--- config.mk ---
export PLATFORM = sky130hd
export DESIGN_NAME = reg_writeback_queue
export DESIGN_NICKNAME = d
export VERILOG_FILES = /design/src/rtl/reg_writeback_queue.sv
export SDC_FILE = /design/constraint.sdc
export NUM_CORES = 1
export LEC_CHECK = 0
export ABC_AREA = 1
export CAP_MARGIN = 20
export CORE_UTILIZATION = 40
export CTS_BUF_LIST = sky130_fd_sc_hd__clkbuf_2 sky130_fd_sc_hd__clkbuf_4 sky130_fd_sc_hd__clkbuf_8
export CTS_CLUSTER_DIAMETER = 60
export CTS_CLUSTER_SIZE = 30
export DETAILED_ROUTE_END_ITERATION = 12
export GPL_TIMING_DRIVEN = 0
export PLACE_DENSITY_LB_ADDON = 0.08
export SLEW_MARGIN = 20
export SYNTH_ARGS = -nofsm -noshare
export SYNTH_HDL_FRONTEND = slang
export SYNTH_SLANG_ARGS = --single-unit
--- constraint.sdc ---
create_clock -name clk -period 3.47 [get_ports clk]
set_input_delay 0.694 -clock clk [delete_from_list [all_inputs] [get_ports clk]]
set_output_delay 0.694 -clock clk [all_outputs]
set_load 0.01 [all_outputs]
--- src/rtl/reg_writeback_queue.sv ---
`default_nettype none
// ============================================================================
// Module   : reg_writeback_queue
// Purpose  : Write-side front end of the 32x32 register file. Accepts
//            writeback requests (ALU results / memory loads), applies load
//            formatting, buffers them in a DEPTH-entry FIFO and drains one
//            entry per cycle onto the register file write port. Also exposes
//            a per-register pending scoreboard for read stalls.
// Ports    : clk, rst (async, active-low)
//            req_*        : writeback request handshake and payload
//            wb_hold      : inhibit draining this cycle
//            rf_we/rd/data: register file write port (head of queue)
//            rs1/rs2      : read addresses; rsN_pending scoreboard outputs
//            count        : occupied FIFO entries
//            rsN_fwd_*    : optional forwarding of youngest queued value
// Config   : define REG_WB_FORWARD_EN to enable forwarding; otherwise the
//            forward outputs are tied to zero.
// Revision : 1.0 - initial release
// ============================================================================
module reg_writeback_queue #(
    parameter int DEPTH = 2
) (
    input  logic                       clk,
    input  logic                       rst,
    input  logic                       req_valid,
    output logic                       req_ready,
    input  logic [4:0]                 req_rd,
    input  logic [31:0]                req_data,
    input  logic                       req_is_load,
    input  logic [2:0]                 req_funct3,
    input  logic [1:0]                 req_addr_lo,
    input  logic                       wb_hold,
    output logic                       rf_we,
    output logic [4:0]                 rf_rd,
    output logic [31:0]                rf_data,
    input  logic [4:0]                 rs1,
    input  logic [4:0]                 rs2,
    output logic                       rs1_pending,
    output logic                       rs2_pending,
    output logic [$clog2(DEPTH):0]     count,
    output logic                       rs1_fwd_valid,
    output logic                       rs2_fwd_valid,
    output logic [31:0]                rs1_fwd_data,
    output logic [31:0]                rs2_fwd_data
);

    localparam int PW = $clog2(DEPTH);
    localparam int CW = PW + 1;

    logic [4:0]    rd_mem_q   [DEPTH];
    logic [4:0]    rd_mem_d   [DEPTH];
    logic [31:0]   data_mem_q [DEPTH];
    logic [31:0]   data_mem_d [DEPTH];
    logic [DEPTH-1:0] valid_q, valid_d;
    logic [PW-1:0] wr_ptr_q, wr_ptr_d;
    logic [PW-1:0] rd_ptr_q, rd_ptr_d;
    logic [CW-1:0] count_q, count_d;

    logic          full, empty, accept, push, pop;
    logic [31:0]   fmt_data;
    logic [7:0]    ld_byte;
    logic [15:0]   ld_half;

    assign full      = (count_q == CW'(DEPTH));
    assign empty     = (count_q == '0);
    assign req_ready = !full;
    assign accept    = req_valid && req_ready;
    // rd==0 completes the handshake but is discarded (x0 is never written).
    assign push      = accept && (req_rd != 5'd0);
    assign pop       = !empty && !wb_hold && rst;

    assign rf_we   = pop;
    assign rf_rd   = empty ? 5'd0  : rd_mem_q[rd_ptr_q];
    assign rf_data = empty ? 32'd0 : data_mem_q[rd_ptr_q];
    assign count   = count_q;

    // Load formatting: byte/halfword select then sign/zero extension.
    always_comb begin
        ld_byte  = 8'd0;
        ld_half  = req_addr_lo[1] ? req_data[31:16] : req_data[15:0];
        fmt_data = req_data;
        case (req_addr_lo)
            2'd0:    ld_byte = req_data[7:0];
            2'd1:    ld_byte = req_data[15:8];
            2'd2:    ld_byte = req_data[23:16];
            default: ld_byte = req_data[31:24];
        endcase
        if (req_is_load) begin
            case (req_funct3)
                3'b000:  fmt_data = {{24{ld_byte[7]}}, ld_byte};
                3'b100:  fmt_data = {24'd0, ld_byte};
                3'b001:  fmt_data = {{16{ld_half[15]}}, ld_half};
                3'b101:  fmt_data = {16'd0, ld_half};
                default: fmt_data = req_data;
            endcase
        end
    end

    // FIFO next-state. Push and pop never target the same slot: equal
    // pointers imply empty (no pop) or full (no push).
    always_comb begin
        rd_mem_d   = rd_mem_q;
        data_mem_d = data_mem_q;
        valid_d    = valid_q;
        wr_ptr_d   = wr_ptr_q;
        rd_ptr_d   = rd_ptr_q;
        count_d    = count_q;
        if (push) begin
            rd_mem_d[wr_ptr_q]   = req_rd;
            data_mem_d[wr_ptr_q] = fmt_data;
            valid_d[wr_ptr_q]    = 1'b1;
            wr_ptr_d             = wr_ptr_q + 1'b1;
        end
        if (pop) begin
            valid_d[rd_ptr_q] = 1'b0;
            rd_ptr_d          = rd_ptr_q + 1'b1;
        end
        case ({push, pop})
            2'b10:   count_d = count_q + 1'b1;
            2'b01:   count_d = count_q - 1'b1;
            default: count_d = count_q;
        endcase
    end

    always_ff @(posedge clk or negedge rst) begin
        if (!rst) begin
            for (int i = 0; i < DEPTH; i++) begin
                rd_mem_q[i]   <= 5'd0;
                data_mem_q[i] <= 32'd0;
            end
            valid_q  <= '0;
            wr_ptr_q <= '0;
            rd_ptr_q <= '0;
            count_q  <= '0;
        end else begin
            rd_mem_q   <= rd_mem_d;
            data_mem_q <= data_mem_d;
            valid_q    <= valid_d;
            wr_ptr_q   <= wr_ptr_d;
            rd_ptr_q   <= rd_ptr_d;
            count_q    <= count_d;
        end
    end

    // Pending scoreboard: queued entries plus the request landing this edge.
    always_comb begin
        rs1_pending = push && (req_rd == rs1);
        rs2_pending = push && (req_rd == rs2);
        for (int i = 0; i < DEPTH; i++) begin
            if (valid_q[i] && (rd_mem_q[i] == rs1)) rs1_pending = 1'b1;
            if (valid_q[i] && (rd_mem_q[i] == rs2)) rs2_pending = 1'b1;
        end
        if (rs1 == 5'd0) rs1_pending = 1'b0;
        if (rs2 == 5'd0) rs2_pending = 1'b0;
    end

`ifdef REG_WB_FORWARD_EN
    logic [PW-1:0] fwd_idx;

    // Walk from oldest to youngest so the last match wins.
    always_comb begin
        rs1_fwd_valid = 1'b0;
        rs2_fwd_valid = 1'b0;
        rs1_fwd_data  = 32'd0;
        rs2_fwd_data  = 32'd0;
        fwd_idx       = rd_ptr_q;
        for (int k = 0; k < DEPTH; k++) begin
            fwd_idx = rd_ptr_q + PW'(k);
            if (valid_q[fwd_idx] && (rs1 != 5'd0) && (rd_mem_q[fwd_idx] == rs1)) begin
                rs1_fwd_valid = 1'b1;
                rs1_fwd_data  = data_mem_q[fwd_idx];
            end
            if (valid_q[fwd_idx] && (rs2 != 5'd0) && (rd_mem_q[fwd_idx] == rs2)) begin
                rs2_fwd_valid = 1'b1;
                rs2_fwd_data  = data_mem_q[fwd_idx];
            end
        end
    end
`else
    assign rs1_fwd_valid = 1'b0;
    assign rs2_fwd_valid = 1'b0;
    assign rs1_fwd_data  = 32'd0;
    assign rs2_fwd_data  = 32'd0;
`endif

endmodule
`default_nettype wire

# After elaboration in Yosys (flattened, before gate mapping)

Cells that the tools add are included.

Divide/modulo/power cells: 0
Multiply operators: 0
Muxes and demuxes: 31
Add/subtract/negate cells: 4
Shifts and indexed selects: 0
Reduce and logical (&&, ||, !) cells: 23
Bitwise logic cells: 5
Magnitude comparators: 7
Equal/unequal tests: 14

Operators by type and width:

| cell                 | number |
|---|---|
| $mux W32             | 6 |
| $pmux W32 S4         | 1 |
| $bwmux W64           | 1 |
| $demux W32 S1        | 1 |
| $eq A5 B5 Y1         | 6 |
| $mux W5              | 5 |
| $pmux W8 S3          | 1 |
| $mux W16             | 1 |
| $logic_and A1 B1 Y1  | 13 |
| $bwmux W10           | 1 |
| $logic_not A5 Y1     | 2 |
| $mux W1              | 8 |
| $eq A2 B2 Y1 const B | 3 |
| $eq A3 B3 Y1 const B | 2 |
| $demux W5 S1         | 1 |
| $reduce_bool A5 Y1   | 1 |
| $eq A2 B1 Y1 const B | 2 |
| $ge A2 B2 Y1 const B | 2 |
| $logic_not A2 Y1     | 2 |
| $lt A1 B2 Y1 const B | 2 |
| $mux W2              | 2 |
| $not A1 Y2           | 2 |
| $pmux W2 S2          | 1 |
| $eq A3 B1 Y1 const B | 1 |
| 12 further kinds     | 17 |

Memories kept: 0
Output and inout port bits: 109
Latch bits: 0
Bits in writable memories: 0
Register bits: 80
ROM bits: 0

# Depth between registers and ports, before layout

Depth in word-level cells: 8
Gate-level depth with buffers: 11
Depth with buffers taken out: 10

# Worst setup path after synthesis

OpenSTA, ideal clock, no wires.

Kind: input-to-output
From: input port req_valid
To: output port rs1_pending
Cell stages on the path: 5
Arrival: 1353 ps
Setup slack: 1423 ps
Required time: 2776 ps
Buffers on the path: 0
Cell sequence: a21boi_2 -> nand2_2 -> nor3_1 -> nor2_1 -> nor2_1

Cells in the longest elaborated chain, start to end: 6

RTL lines:

| item                 | RTL line | RTL |
|---|---|---|
| start: declaration   | 25       | `input logic req_valid,` |
| $logic_and A1 B1 Y1  | 67       | `assign accept = req_valid && req_ready;` |
| $logic_and A1 B1 Y1  | 69       | `assign push = accept && (req_rd != 5'd0);` |
| $logic_and A1 B1 Y1  | 147      | `rs1_pending = push && (req_rd == rs1);` |
| $mux W1 (2 in a row) | 150      | `if (valid_q[i] && (rd_mem_q[i] == rs1)) rs1_pending = 1'b1;` |
| $mux W1              | 153      | `if (rs1 == 5'd0) rs1_pending = 1'b0;` |
| end: declaration     | 38       | `output logic rs1_pending,` |

No other way between the ends.

# Worst setup path in the final report

From: input port req_rd[2]
To: output port rs1_pending

Cells in the longest elaborated chain, start to end: 6

RTL lines:

| item                     | RTL line | RTL |
|---|---|---|
| start: declaration       | 27       | `input logic [4:0] req_rd,` |
| $reduce_bool A5 Y1       | 69       |  |
| $logic_and A1 B1 Y1      | 69       |  |
| $logic_and A1 B1 Y1 (*)  | 147      |  |
| $mux W1 (*) (2 in a row) | 150      |  |
| $mux W1 (*)              | 153      |  |

Mark *: on every way between the ends. The rest lies on a longest branch, timed or not.

==> results.yml <==
sta:
  slew_viol_final: 0
  max_clock_freq_mhz: 301
  fin_skew_ps: 7.95
  holdWs_ps: 285
  rsz0062_at_grt: "no"
  finalSetupViolations: 0
  finalCritPeriodShare: 0.956
  slew_headroom: 0.548
  hold_viol: 0
  min_period_ps: 3320
  worstMarginPinSlew_ps: 678
final_layout:
  drive_gt1_frac: 0.134
  diodes: 0
  fin_cells: 1144
  fillers: 1340
  area_growth_pct: 29.8
  finalNetCount: 1023
yosys:
  async_flop_share: 1.00
  yosysTopAreaCell: "dfrtp_1"
  ys_seq_elements: 80
  avgSynthCellArea_um2: 6.94
  synth.distinct_cells: 32
  ys_top_cells_by_area: "dfrtp_1 (37%), nand2_1 (19%), buf_4 (9.7%)"
  synth_ff_type: "dfrtp_1"
  synth.most_common_cell: "nand2_1"
  syn_area_um2: 5480
  yosysTopAreaCellShare: 0.365
  synthCells: 790
  yosys-top-cells-count: "nand2_1 (277), dfrtp_1 (80), buf_4 (71)"
  ys_seq_area_frac: 0.365
  yosysWarnings: 0
  synth_edf_count: 0
detailed_routing:
  routed-wl-met2_mm: 7.38
  vias: 5383
  drc: 0
  met1_length_mm: 7.87
  viasPerCell: 4.71
  firstDrtPassIters: 4
  first_iter_violations: 417
  ant_nets: 0
  wl_per_cell_um: 14.3
  wl_met3_um: 951
  routed.top_layer: "met4"
  finalWirelength_mm: 16.4
clock_tree:
  post_cts_buffers: 0
  insertion_delay_ps: 370
  htree_levels: 3
  cts_tree: "done"
  cts_made_buffers: 9
  holdBufCountCts: 0
  cts.path.max_buffers: 2
  clkSlewWorstSetupHoldPaths_ps: 70
  cts-root-buf: "clkbuf_8"
  cts_num_sinks: 80
run_status:
  outcome: "completed"
power:
  total_power_mw: 5.01
  ir_drop_mv: 0.359
  leakagePower_nw: 3.69
  p_per_area_nw_per_um2: 705
worst_setup_path:
  slowest_delay_ps: 630
  critical_path_class: "input port to primary output"
  path_cells: "clkdlybuf4s50_1 -> nor2_1 -> nand3_1 -> nand2_2 -> nor3_1 -> nor2_1 -> nor2_1 -> clkdlybuf4s50_1"
  worstPathArrival_ps: 2620
  crit_buf_inv: 2
  crit_path_frequent_cell: "nor2_1"
  crit_family: "buffers and inverters"
  worstPathMaxFanout: 5
  cpMaxStageDelayCell: "clkdlybuf4s50_1"
  endpoint_kind: "primary output"
  crit_path_start_kind: "input port"
  crit_required_ps: 2780
placed_design:
  place_congestion: 0.940
  port-buffer-count: 98
  dp.cells: 1130
  dp_hpwl_mm: 12.4
grt:
  grt_pass1_vias: 4787
  grt_util_all_layers: 0.235
  grt_overflow_total: 0
  grt_pass1_wl_mm: 25.8
  antenna_found_initial: 0
  grt_max_degree: 48
die:
  initial_core_util: 0.412
  pin_count: 166
  die_x_um: 119
  coreArea_um2: 13300
  die-area_um2: 14200
  chipHeight_um: 119
  rows: 42
hold_path:
  hp-class: "input port to async pin"
job:
  cap_violations: 0
-- cell type report --
cell class	count	area [um2]	area share
multi-input cells	621	2840	0.399
plain buffers	103	693	0.0974
flip-flops and latches	80	2000	0.281
inverters	51	191	0.0269
well taps	176	220	0.0310
clock buffers	10	138	0.0193
repair buffers	99	1010	0.141
clock inverters	4	22.5	0.00317
-- routing by layer --
layer | track usage | vias to the layer above
met1 | 0.340 | 2444
met3 | 0.0307 | 13
met4 | 0.0736 | 0
li1 | - | 2736
met5 | 0 | -
met2 | 0.364 | 190
-- kinds of logic (layout without fill, tap and decap cells) --
family | count (synthesis) | count (layout) | synth area share
AOI/OAI and AO/OA | 119 | 119 | 0.118
adders and majority gates | 1 | 1 | 0.00228
xor gates and xnor gates | 13 | 13 | 0.0208
DFF | 80 | 80 | 0.365
other | 1 | 66 | 0.000684
buffers and inverters | 154 | 267 | 0.161
and+or+nand+nor | 422 | 422 | 0.332
-- registers in the layout, indices dropped and copies added, names as in the netlist --
signal and flops:
valid_q 2, rd_ptr_q 1, wr_ptr_q 1, rd_mem_q 10
count 2, data_mem_q 64
-- power by group --
part           switching (mW)  internal (mW)
logic                    1.53           1.23
registers               0.271           1.36
clock network           0.350          0.268
total                    2.16           2.86
-- worst reg2reg max path, cell delays in order, from the launching register on --
cell	delay [ps]
dfrtp_1	430
inv_1	90
a21boi_2	180
nand2_2	150
nor2_2	180
inv_2	50
buf_2	180
buf_2	230
nand2_1	100
nand2_1	60
-- what timing repair did --
| action | CTS | global route |
|---|---|---|
| endpoints found under the hold margin | 0 | 0 |
| endpoints found under the setup margin | 0 | 17 |
| resized for setup | 0 | 4 |
-- cells in the final DEF (no fill, tap or decap), drive strengths merged --
cell	count
buf	87
nand4	3
nor3	9
a2bb2oi	2
nor2	59
clkinv	3
nand2	291
ha	1
dfrtp	80
clkdlybuf4s50	97
nand3	53
inv	51
clkinvlp	1
a21oi	38
clkbuf	28
or2	7
a21boi	1
xor2	5
o21ai	59
conb	66
o22ai	6
xnor2	8
a211oi	13
-- per-stage QoR --
stage | utilization | area (um2) | setup TNS, ps | worst slack [ps]
2_1_floorplan | - | 5720 | 0 | 1420
3_3_place_gp | 0.521 | 6930 | -122260 | -2510
3_5_place_dp | 0.523 | 6950 | 0 | 174
4_1_cts | 0.535 | 7110 | 0 | 92.2
5_1_grt | 0.535 | 7110 | 0 | 44.1
6_report | 0.535 | 7110 | 0 | 153
-- worst paths after layout --
kind / start / endpoint / slack, ps / cells after the start
worst max register to register: count[0] / data_mem_q[51] / 1710 / 9
worst min register to register: data_mem_q[24] / data_mem_q[24] / 480 / 2
max in group asynchronous: rst / data_mem_q[19] / 2580 / 2
worst max-delay path: req_rd[2] / rs1_pending / 150 / 8
worst min-delay path: rst / rd_mem_q[4] / 280 / 1
min in group clk: data_mem_q[24] / data_mem_q[24] / 480 / 2
No activity file was read; power rests on OpenSTA's default activity.
